**src/rtl/data_mem_ctrl_pkg.sv**
```systemverilog
// Shared definitions for the data-memory controller: funct3 size codes,
// controller state encoding and the byte-enable mask helper.
package rv_mem_pkg;

    localparam logic [2:0] F3_B  = 3'b000;
    localparam logic [2:0] F3_H  = 3'b001;
    localparam logic [2:0] F3_W  = 3'b010;
    localparam logic [2:0] F3_BU = 3'b100;
    localparam logic [2:0] F3_HU = 3'b101;

    typedef enum logic [1:0] {
        IDLE   = 2'd0,
        REQ    = 2'd1,
        WAIT_R = 2'd2,
        DONE   = 2'd3
    } mem_state_t;

    // Byte lanes touched by an access of size f3 at byte offset lo.
    function automatic logic [3:0] be_mask(input logic [2:0] f3, input logic [1:0] lo);
        logic [3:0] m;
        m = '0;
        case (f3)
            F3_B, F3_BU: m = 4'b0001 << lo;
            F3_H, F3_HU: m = 4'b0011 << {lo[1], 1'b0};
            F3_W:        m = 4'b1111;
            default:     m = '0;
        endcase
        return m;
    endfunction

endpackage

```
**src/rtl/data_mem_ctrl_if.sv**
```systemverilog
// Word-wide variable-latency memory bus between the controller (master)
// and the memory (slave).
interface data_mem_ctrl_if #(
    parameter int ADDR_W = 16
);
    logic              busValid;
    logic              busReady;
    logic              busWe;
    logic [ADDR_W-1:0] busAddr;
    logic [3:0]        busBe;
    logic [31:0]       busWdata;
    logic              busRvalid;
    logic [31:0]       busRdata;

    modport master (
        output busValid, busWe, busAddr, busBe, busWdata,
        input  busReady, busRvalid, busRdata
    );

    modport slave (
        input  busValid, busWe, busAddr, busBe, busWdata,
        output busReady, busRvalid, busRdata
    );
endinterface

```
**src/rtl/data_mem_ctrl_load_align.sv**
```systemverilog
// Load alignment: picks the addressed byte/half out of the bus word and
// sign- or zero-extends it according to funct3.
module load_align
    import rv_mem_pkg::*;
(
    input  logic [31:0] i_rdata,
    input  logic [1:0]  i_lo,
    input  logic [2:0]  i_f3,
    output logic [31:0] o_data
);

    logic [7:0]  w_byte;
    logic [15:0] w_half;

    // Lane select and extension
    always_comb begin
        w_byte = '0;
        case (i_lo)
            2'd0: w_byte = i_rdata[7:0];
            2'd1: w_byte = i_rdata[15:8];
            2'd2: w_byte = i_rdata[23:16];
            2'd3: w_byte = i_rdata[31:24];
            default: w_byte = '0;
        endcase
        w_half = i_lo[1] ? i_rdata[31:16] : i_rdata[15:0];

        o_data = '0;
        case (i_f3)
            F3_B:    o_data = {{24{w_byte[7]}}, w_byte};
            F3_BU:   o_data = {24'd0, w_byte};
            F3_H:    o_data = {{16{w_half[15]}}, w_half};
            F3_HU:   o_data = {16'd0, w_half};
            F3_W:    o_data = i_rdata;
            default: o_data = '0;
        endcase
    end

endmodule

```
**src/rtl/data_mem_ctrl.sv**
```systemverilog
// Multi-cycle load/store controller between the rv32i DataPath and a
// variable-latency word bus. Stalls the core while an access is in flight.
// Optional watchdog abort: define MEM_TIMEOUT_EN.
module data_mem_ctrl
    import rv_mem_pkg::*;
#(
    parameter int ADDR_W      = 16,
    parameter int TIMEOUT_CYC = 255
) (
    input  logic                   clk,
    input  logic                   rst_n,
    input  logic                   memRead,
    input  logic                   memWrite,
    input  logic [2:0]             f3,
    input  logic [31:0]            addr,
    input  logic [31:0]            writeData,
    output logic [31:0]            readData,
    output logic                   stall,
    output logic                   accessErr,
    data_mem_ctrl_if.master        bus
);

    mem_state_t        r_state;
    mem_state_t        w_next;

    logic [ADDR_W-1:0] r_addr;
    logic [2:0]        r_f3;
    logic              r_we;
    logic [3:0]        r_be;
    logic [31:0]       r_wdata;
    logic [31:0]       r_readData;

    logic              w_req;
    logic              w_size_ok;
    logic              w_misal;
    logic              w_bad;
    logic              w_accept;
    logic              w_stall;
    logic              w_err;
    logic              w_busValid;
    logic              w_tout;
    logic [31:0]       w_lanes;
    logic [31:0]       w_load;
    logic              w_unused_addr_hi;

    // Only the low ADDR_W address bits reach the bus.
    assign w_unused_addr_hi = ^addr[31:ADDR_W];

`ifdef MEM_TIMEOUT_EN
    localparam int CNT_W = ($clog2(TIMEOUT_CYC + 1) > 8) ? $clog2(TIMEOUT_CYC + 1) : 8;
    logic [CNT_W-1:0] r_cnt;
`else
    localparam int w_unused_timeout = TIMEOUT_CYC;
`endif

    // Request legality: size code, alignment and read/write conflict
    always_comb begin
        w_req     = memRead | memWrite;
        w_size_ok = 1'b0;
        if (memWrite) begin
            w_size_ok = (f3 == F3_B) || (f3 == F3_H) || (f3 == F3_W);
        end else begin
            w_size_ok = (f3 == F3_B) || (f3 == F3_H) || (f3 == F3_W) ||
                        (f3 == F3_BU) || (f3 == F3_HU);
        end
        w_misal  = (((f3 == F3_H) || (f3 == F3_HU)) && addr[0]) ||
                   ((f3 == F3_W) && (addr[1:0] != 2'b00));
        w_bad    = (memRead && memWrite) || !w_size_ok || w_misal;
        w_accept = (r_state == IDLE) && w_req && !w_bad;
    end

    // Store data replicated across all byte lanes
    always_comb begin
        w_lanes = writeData;
        case (f3)
            F3_B:    w_lanes = {4{writeData[7:0]}};
            F3_H:    w_lanes = {2{writeData[15:0]}};
            default: w_lanes = writeData;
        endcase
    end

    load_align u_load_align (
        .i_rdata (bus.busRdata),
        .i_lo    (r_addr[1:0]),
        .i_f3    (r_f3),
        .o_data  (w_load)
    );

    // Next-state and output decode
    always_comb begin
        w_next     = r_state;
        w_stall    = 1'b0;
        w_err      = 1'b0;
        w_busValid = 1'b0;
        w_tout     = 1'b0;
        case (r_state)
            IDLE: begin
                if (w_req) begin
                    if (w_bad) begin
                        w_err = 1'b1;
                    end else begin
                        w_stall = 1'b1;
                        w_next  = REQ;
                    end
                end
            end
            REQ: begin
                w_stall    = 1'b1;
                w_busValid = 1'b1;
                if (bus.busReady) begin
                    w_next = r_we ? DONE : WAIT_R;
                end
            end
            WAIT_R: begin
                w_stall = 1'b1;
                if (bus.busRvalid) begin
                    w_next = DONE;
                end
            end
            DONE: begin
                w_next = IDLE;
            end
            default: w_next = IDLE;
        endcase
`ifdef MEM_TIMEOUT_EN
        // Watchdog overrides any handshake completing in the same cycle.
        if (((r_state == REQ) || (r_state == WAIT_R)) &&
            (r_cnt == CNT_W'(TIMEOUT_CYC))) begin
            w_tout     = 1'b1;
            w_err      = 1'b1;
            w_busValid = 1'b0;
            w_next     = DONE;
        end
`endif
    end

    // State register
    always_ff @(posedge clk) begin
        if (!rst_n) begin
            r_state <= IDLE;
        end else begin
            r_state <= w_next;
        end
    end

    // Latch the accepted request for the duration of the access
    always_ff @(posedge clk) begin
        if (!rst_n) begin
            r_addr  <= '0;
            r_f3    <= '0;
            r_we    <= 1'b0;
            r_be    <= '0;
            r_wdata <= '0;
        end else if (w_accept) begin
            r_addr  <= addr[ADDR_W-1:0];
            r_f3    <= f3;
            r_we    <= memWrite;
            r_be    <= be_mask(f3, addr[1:0]);
            r_wdata <= w_lanes;
        end
    end

    // Load result register; holds until the next completed load
    always_ff @(posedge clk) begin
        if (!rst_n) begin
            r_readData <= '0;
        end else if (w_tout) begin
            if (!r_we) begin
                r_readData <= '0;
            end
        end else if ((r_state == WAIT_R) && bus.busRvalid) begin
            r_readData <= w_load;
        end
    end

`ifdef MEM_TIMEOUT_EN
    // Watchdog counter: cleared while idle, counts REQ/WAIT_R cycles
    always_ff @(posedge clk) begin
        if (!rst_n) begin
            r_cnt <= '0;
        end else if (r_state == IDLE) begin
            r_cnt <= '0;
        end else if ((r_state == REQ) || (r_state == WAIT_R)) begin
            r_cnt <= r_cnt + 1'b1;
        end
    end
`endif

    assign readData      = r_readData;
    assign stall         = w_stall;
    assign accessErr     = w_err;
    assign bus.busValid  = w_busValid;
    assign bus.busWe     = w_busValid & r_we;
    assign bus.busAddr   = w_busValid ? {r_addr[ADDR_W-1:2], 2'b00} : '0;
    assign bus.busBe     = w_busValid ? r_be : '0;
    assign bus.busWdata  = w_busValid ? r_wdata : '0;

endmodule

```
**src/flat_wrapper.sv**
```systemverilog
// flat-port wrapper written by rule: the top's interface ports become plain ports
module data_mem_ctrl_flat import rv_mem_pkg::*;
#(
    parameter int ADDR_W      = 16,
    parameter int TIMEOUT_CYC = 255
)
  (clk, rst_n, memRead, memWrite, f3, addr, writeData, readData, stall, accessErr, bus_busValid, bus_busWe, bus_busAddr, bus_busBe, bus_busWdata, bus_busReady, bus_busRvalid, bus_busRdata);
  data_mem_ctrl_if #(.ADDR_W(ADDR_W)) bus_i ();
  input  logic clk;
  input  logic rst_n;
  input  logic memRead;
  input  logic memWrite;
  input  logic [2:0] f3;
  input  logic [31:0] addr;
  input  logic [31:0] writeData;
  output logic [31:0] readData;
  output logic stall;
  output logic accessErr;
  output wire logic [$bits(bus_i.busValid)-1:0] bus_busValid;
  output wire logic [$bits(bus_i.busWe)-1:0] bus_busWe;
  output wire logic [$bits(bus_i.busAddr)-1:0] bus_busAddr;
  output wire logic [$bits(bus_i.busBe)-1:0] bus_busBe;
  output wire logic [$bits(bus_i.busWdata)-1:0] bus_busWdata;
  input wire logic [$bits(bus_i.busReady)-1:0] bus_busReady;
  input wire logic [$bits(bus_i.busRvalid)-1:0] bus_busRvalid;
  input wire logic [$bits(bus_i.busRdata)-1:0] bus_busRdata;
  assign bus_busValid = bus_i.busValid;
  assign bus_busWe = bus_i.busWe;
  assign bus_busAddr = bus_i.busAddr;
  assign bus_busBe = bus_i.busBe;
  assign bus_busWdata = bus_i.busWdata;
  assign bus_i.busReady = bus_busReady;
  assign bus_i.busRvalid = bus_busRvalid;
  assign bus_i.busRdata = bus_busRdata;
  data_mem_ctrl #(.ADDR_W(ADDR_W), .TIMEOUT_CYC(TIMEOUT_CYC)) u_core (.clk(clk), .rst_n(rst_n), .memRead(memRead), .memWrite(memWrite), .f3(f3), .addr(addr), .writeData(writeData), .readData(readData), .stall(stall), .accessErr(accessErr), .bus(bus_i));
endmodule
```
**config.mk**
```make
export PLATFORM = sky130hd
export DESIGN_NAME = data_mem_ctrl_flat
export DESIGN_NICKNAME = d
export VERILOG_FILES = /design/src/rtl/data_mem_ctrl_pkg.sv /design/src/rtl/data_mem_ctrl_if.sv /design/src/rtl/data_mem_ctrl_load_align.sv /design/src/rtl/data_mem_ctrl.sv /design/src/flat_wrapper.sv
export SDC_FILE = /design/constraint.sdc
export NUM_CORES = 1
export LEC_CHECK = 0
export ABC_AREA = 1
export BUFFER_PORTS_ARGS = -buffer_cell sky130_fd_sc_hd__buf_4
export CORE_MARGIN = 2
export CORE_UTILIZATION = 38
export CTS_CLUSTER_DIAMETER = 100
export DETAILED_ROUTE_END_ITERATION = 8
export GPL_ROUTABILITY_DRIVEN = 0
export HOLD_SLACK_MARGIN = 0.02
export PLACE_DENSITY = 0.67
export SYNTH_ARGS = -nofsm -noshare
export SYNTH_HDL_FRONTEND = slang
export SYNTH_HIERARCHICAL = 1
export SYNTH_SLANG_ARGS = --single-unit
```
**constraint.sdc**
```tcl
create_clock -name clk -period 1.5 [get_ports clk]
set_input_delay 0.15 -clock clk [delete_from_list [all_inputs] [get_ports clk]]
set_output_delay 0.15 -clock clk [all_outputs]
set_load 0.02 [all_outputs]
```
---- Word level (Yosys, flattened, before mapping) ----
Index checks and enable logic that the tools add are counted.
operators by class
  add/sub/neg operators ................... 0
  multiply operators ...................... 0
  divide/modulo/power cells ............... 0
  order comparisons ....................... 0
  eq/ne operators ......................... 18
  shift-type cells ........................ 2
  mux-type cells .......................... 22
  bitwise logic cells ..................... 2
  reduce and logical (&&, ||, !) cells .... 25
operators by type and width
  cell                                                               number
  32-bit case mux with 5 select lines                                1
  32-bit case mux with 2 select lines                                1
  16-bit 2-to-1 mux                                                  2
  32-bit 2-to-1 mux                                                  1
  8-bit case mux with 4 select lines                                 1
  3-bit == test, second input constant                               4
  4-bit case mux with 3 select lines                                 1
  2-bit == test, second input constant                               4
  1-bit logical OR                                                   8
  1-bit 2-to-1 mux                                                   8
  2-bit 2-to-1 mux                                                   4
  2-bit case mux with 4 select lines                                 1
  3-bit by 1-bit == test with 1-bit output, second input constant    2
  3-bit by 2-bit == test with 1-bit output, second input constant    2
  1-bit logical AND                                                  6
  3-bit zero test                                                    2
  2-bit != test, second input constant                               3
  2-bit OR reduction                                                 3
  2-bit by 1-bit == test with 1-bit output, second input constant    2
  2-bit zero test                                                    2
  4-bit 2-to-1 mux                                                   1
  4-bit AND reduction                                                1
  1-bit by 2-bit left shift with 4-bit output, first input constant  1
  2-bit by 2-bit left shift with 4-bit output, first input constant  1
  6 further kinds                                                    7
word-level totals
  register bits after elaboration ......... 90
  bits in latches ......................... 0
  RAM bits ................................ 0
  bits in read-only memories .............. 0
  input bits .............................. 105
  output and inout port bits .............. 88
  memories kept ........................... 0

---- Longest topological paths before layout ----
  depth in word-level cells ............... 12
  mapped depth ............................ 11
  gate-level depth less buffers ........... 10

---- Modules after synthesis ----
The synthesis kept the hierarchy.
modules (own cells, without submodules)
  module         times used  cells each  area each (um^2)  seq. area each (um^2)
  data_mem_ctrl  1           631         4127.7            1801.7
  load_align     1           255         1083.5            0.0

---- Worst setup path before layout ----
OpenSTA, ideal clock, no wires.
  path kind ............................... reg2out
  start ................................... reg u_core.r_state[0]
  end ..................................... out stall
  arrival ................................. 1.460 ns
  setup slack ............................. -0.110 ns
  stages on the path, launching flop included .. 8
  cell sequence ........................... dfxtp_1 > inv_1 > ha_1 > inv_1 > nor2_1 > nand2_4 > buf_2 > a21oi_1
between the ends
  cells in the longest elaborated chain, start to end .. 3
RTL lines
  what                                                                              RTL line              source
  start: declaration                                                                data_mem_ctrl.sv:23   mem_state_t r_state;
  start signal: assignment                                                          data_mem_ctrl.sv:142  r_state <= w_next;
  2-bit by 1-bit == test with 1-bit output / 2-bit == test (equally long branches)  data_mem_ctrl.sv:96   case (r_state)
  2-bit OR reduction (no source line)                                               n/a
  1-bit case mux with 2 select lines *                                              data_mem_ctrl.sv:96
  end: declaration                                                                  flat_wrapper.sv:17    output logic stall;
Every way passes the cells marked *; elsewhere a longest branch is shown, timed or not.

---- Final worst setup path ----
  start ................................... reg u_core.r_state[1]
  end ..................................... out bus_busAddr[9]
between the ends
  cells in the longest elaborated chain, start to end .. 3
RTL lines
  what                                      RTL line              source
  2-bit by 1-bit == test with 1-bit output  data_mem_ctrl.sv:96
  1-bit 2-to-1 mux                          data_mem_ctrl.sv:96
  16-bit 2-to-1 mux                         data_mem_ctrl.sv:194  assign bus.busAddr = w_busValid ? {r_addr[ADDR_W-1:2], 2'b00} : '0;
  end: declaration                          flat_wrapper.sv:21    output wire logic [$bits(bus_i.busAddr)-1:0] bus_busAddr;
No other way between the ends.

==> reports/metrics.yaml <==
outcome:
  status: "complete, but fails checks"
  violations: "negative setup slack"
layout:
  layout_common_cells: "nand2_1, nor2_1, buf_4"
  fillCellCount: 1162
  areaGrowthSynthToFinish_pct: 69.5
  layout_commonest_cell: "nand2_1"
  diodes: 0
  multiInputGateArea_mm2: 0.00351
  register_area_mm2: 0.00181
  fin_util_pct: 66.4
  fin_nets: 1195
  drive_above_1_share_pct: 42.8
  fin_cells: 1266
setup_path:
  critPathRequiredTime_ns: 1.35
  reg2reg_slack_ns: -0.07
  slowest_stage: "dfxtp_2"
  critPathMaxStageDelay_ns: 0.33
  start_kind: "register"
  reg2reg_to: "u_core/r_be[1]$_SDFFE_PN0P_"
  crit_top_cell: "buf_6"
  crit_arrival_ns: 1.56
  crit_end: "bus_busAddr[9]"
  crit_fanout: 7
  end_kind: "output port"
  cp_cell_sequence: "inv_2, buf_6, ha_4, buf_6, buf_12, nand2_2, inv_2, buf_6"
  critPathKind: "register to output port"
  r2r_start: "u_core/r_state[1]$_SDFFE_PN0P_"
  crit_start: "u_core/r_state[1]$_SDFFE_PN0P_"
  r2r_cells: 12
yosys:
  synth_top_cell_area_share_pct: 34.6
  ys_types: 28
  ys_ff_latch: 90
  ys_warn_count: 6
  synthTopCellsByArea: "dfxtp_1, nand2_1, nor2_1, inv_1, o21ai_0"
  synthCells: 886
  synth.avg_cell_area_um2: 5.88
  synth-seq-area-share_pct: 34.6
  synth_top_area_cell: "dfxtp_1"
  syn_area_mm2: 0.00521
die:
  io_pins: 193
  design.die.area_mm2: 0.0147
  rows: 42
  die_w_um: 121
  start_util_pct: 39.2
  die_y_um: 121
  core_area_mm2: 0.0133
sta:
  hold_viol_final: 0
  period_needed_ns: 1.71
  max_slew.worst_pin.slew_ns: 0.577
  rsz0062_at_grt: "yes"
  relSlewSlack_pct: 61.1
  fmax_mhz: 584
  maxSlewViolCount: 0
  skew_ns: 0.00716
  fin_tns_setup_ns: -10.56
  finalCritPeriodShare_pct: 114
  setup_viol: 96
  fin_ws_ns: -0.211
placed_design:
  dp_hpwl_um: 11000
  portBuffers: 174
  dp_cells: 1224
grt:
  antenna_found_initial: 0
  grt_pass1_vias: 5608
  grt_usage_pct: 23.2
  grt_pass1_wl_um: 26900
  grt-ovfl-total: 0
  grt_max_degree: 88
routing:
  via_per_inst: 4.87
  routed-via-count: 6161
  dr.first_iter.drc_count: 454
  drtPass1Iterations: 5
  drt-total-wl_um: 18100
  ant_nets: 0
  wl_per_cell_um: 14.3
  drc: 0
cts:
  cts-root-buf: "clkbuf_16"
  cts_tree: "yes"
  cts_buffers: 9
  cts.reportedPaths.clkPinSlew_ns: 0.07
  htreeDepth: 3
  cts.sinks: 90
  clock_latency_ns: 0.36
  clk_path_buf_depth: 2
worst_hold_path:
  hp-class: "input pin to register"
power_and_ir_drop:
  ir_drop_mv: 0.907
  powerDensity_mw_per_mm2: 1430
  p_leak_nw: 4.85
  p_total_mw: 12.7
run:
  maxCapViolations: 0
-- synthesized netlist by cell type --
library cell and n:
nor3_4 2, a31oi_1 5, ha_1 5, or2_2 1, inv_4 2, o21ai_1 13, nand2_2 3, clkbuf_1 21
o22ai_1 1, nand3_1 35, buf_4 11, nor2_1 189, inv_2 3, nor3_1 16, o21ai_0 89, buf_1 1
buf_6 5, inv_1 122, nand2_4 1, clkbuf_2 3, conb_1 1, nor2_4 2, nand2_1 246, nand4_1 1
buf_2 8, nor2_2 1, a21oi_1 9, dfxtp_1 90
-- final cells by class --
type	instances	area share [%]
multi-input combinational	622	39.7
inverter	127	5.64
clock inverter	6	1.54
timing repair buffer	234	27.2
tap	176	2.49
sequential	90	20.5
timing repair inverter	1	0.184
clock buffer	10	2.71
-- worst max-delay path, delay by kind of cell (launching register included) --
| kind | cells | cell delay [ns] |
|---|---|---|
| DFF | 1 | 0.33 |
| buffers and inverters | 6 | 0.64 |
| adders and majority gates | 1 | 0.17 |
| and+or+nand+nor | 1 | 0.06 |
-- state kept, by name, summed over array words and instances (netlist names) --
| name | count |
|---|---|
| u_core/r_addr | 16 |
| u_core/r_be | 4 |
| u_core/r_f3 | 3 |
| u_core/r_state | 2 |
| u_core/r_wdata | 32 |
| u_core/r_we | 1 |
| u_core/readData | 32 |
-- through the flow --
stage / instance area, um2 / hold slack [ns] / setup WS, ns
after global placement: 6870 / 0.402 / -0.0907
after global routing: 8830 / 0.0205 / -0.275
after CTS: 8060 / 0.0294 / -0.197
final: 8830 / 0.0215 / -0.211
after detailed placement: 6870 / 0.407 / -0.121
after floorplan: 5220 / 0.314 / -0.0684
-- per-layer routing --
metal | share of wire (%) | GRT usage [%]
met1 | 41 | 28.9
met2 | 48 | 37.5
met3 | 8.3 | 7.71
met4 | 2.2 | 8.14
met5 | 0 | 0
-- what timing repair did --
item,in CTS,in global routing
gates resized for setup,204,209
setup endpoints to repair,80,142
buffers inserted,9,4
gates cloned,6,8
hold buffers,0,0
pin swaps,41,18
-- worst min path at each step --
stage / cells after the start / slack [ns] / to / startpoint
2_1_floorplan: 2 / 0.31 / u_core/r_wdata[2]$_SDFFE_PN0P_ / writeData[2]
3_3_place_gp: 3 / 0.40 / u_core/r_addr[15]$_SDFFE_PN0P_ / addr[15]
3_5_place_dp: 3 / 0.41 / u_core/r_addr[6]$_SDFFE_PN0P_ / addr[6]
4_1_cts: 3 / 0.03 / u_core/r_addr[6]$_SDFFE_PN0P_ / addr[6]
5_1_grt: 3 / 0.02 / u_core/r_addr[7]$_SDFFE_PN0P_ / addr[7]
6_report: 3 / 0.02 / u_core/r_addr[6]$_SDFFE_PN0P_ / addr[6]
-- report_power, final --
group	leakage, nW	switching [mW]	total (mW)	internal (mW)
Clock	0.179	1.02	2.86	1.85
Sequential	0.739	0.461	3.34	2.88
Combinational	3.93	3.46	6.46	3.00
-- cell families (layout without fill, tap and decap cells) --
| family | count (synthesis) | in the layout | synth area share (%) |
|---|---|---|---|
| buf+inv | 176 | 378 | 14.5 |
| other cells | 1 | 2 | 0.0720 |
| fa+ha+maj | 5 | 5 | 1.20 |
| compound gates | 117 | 117 | 11.4 |
| flops | 90 | 90 | 34.6 |
| simple gates | 497 | 498 | 38.2 |
Note: power is estimated with default switching activity, not from simulation.
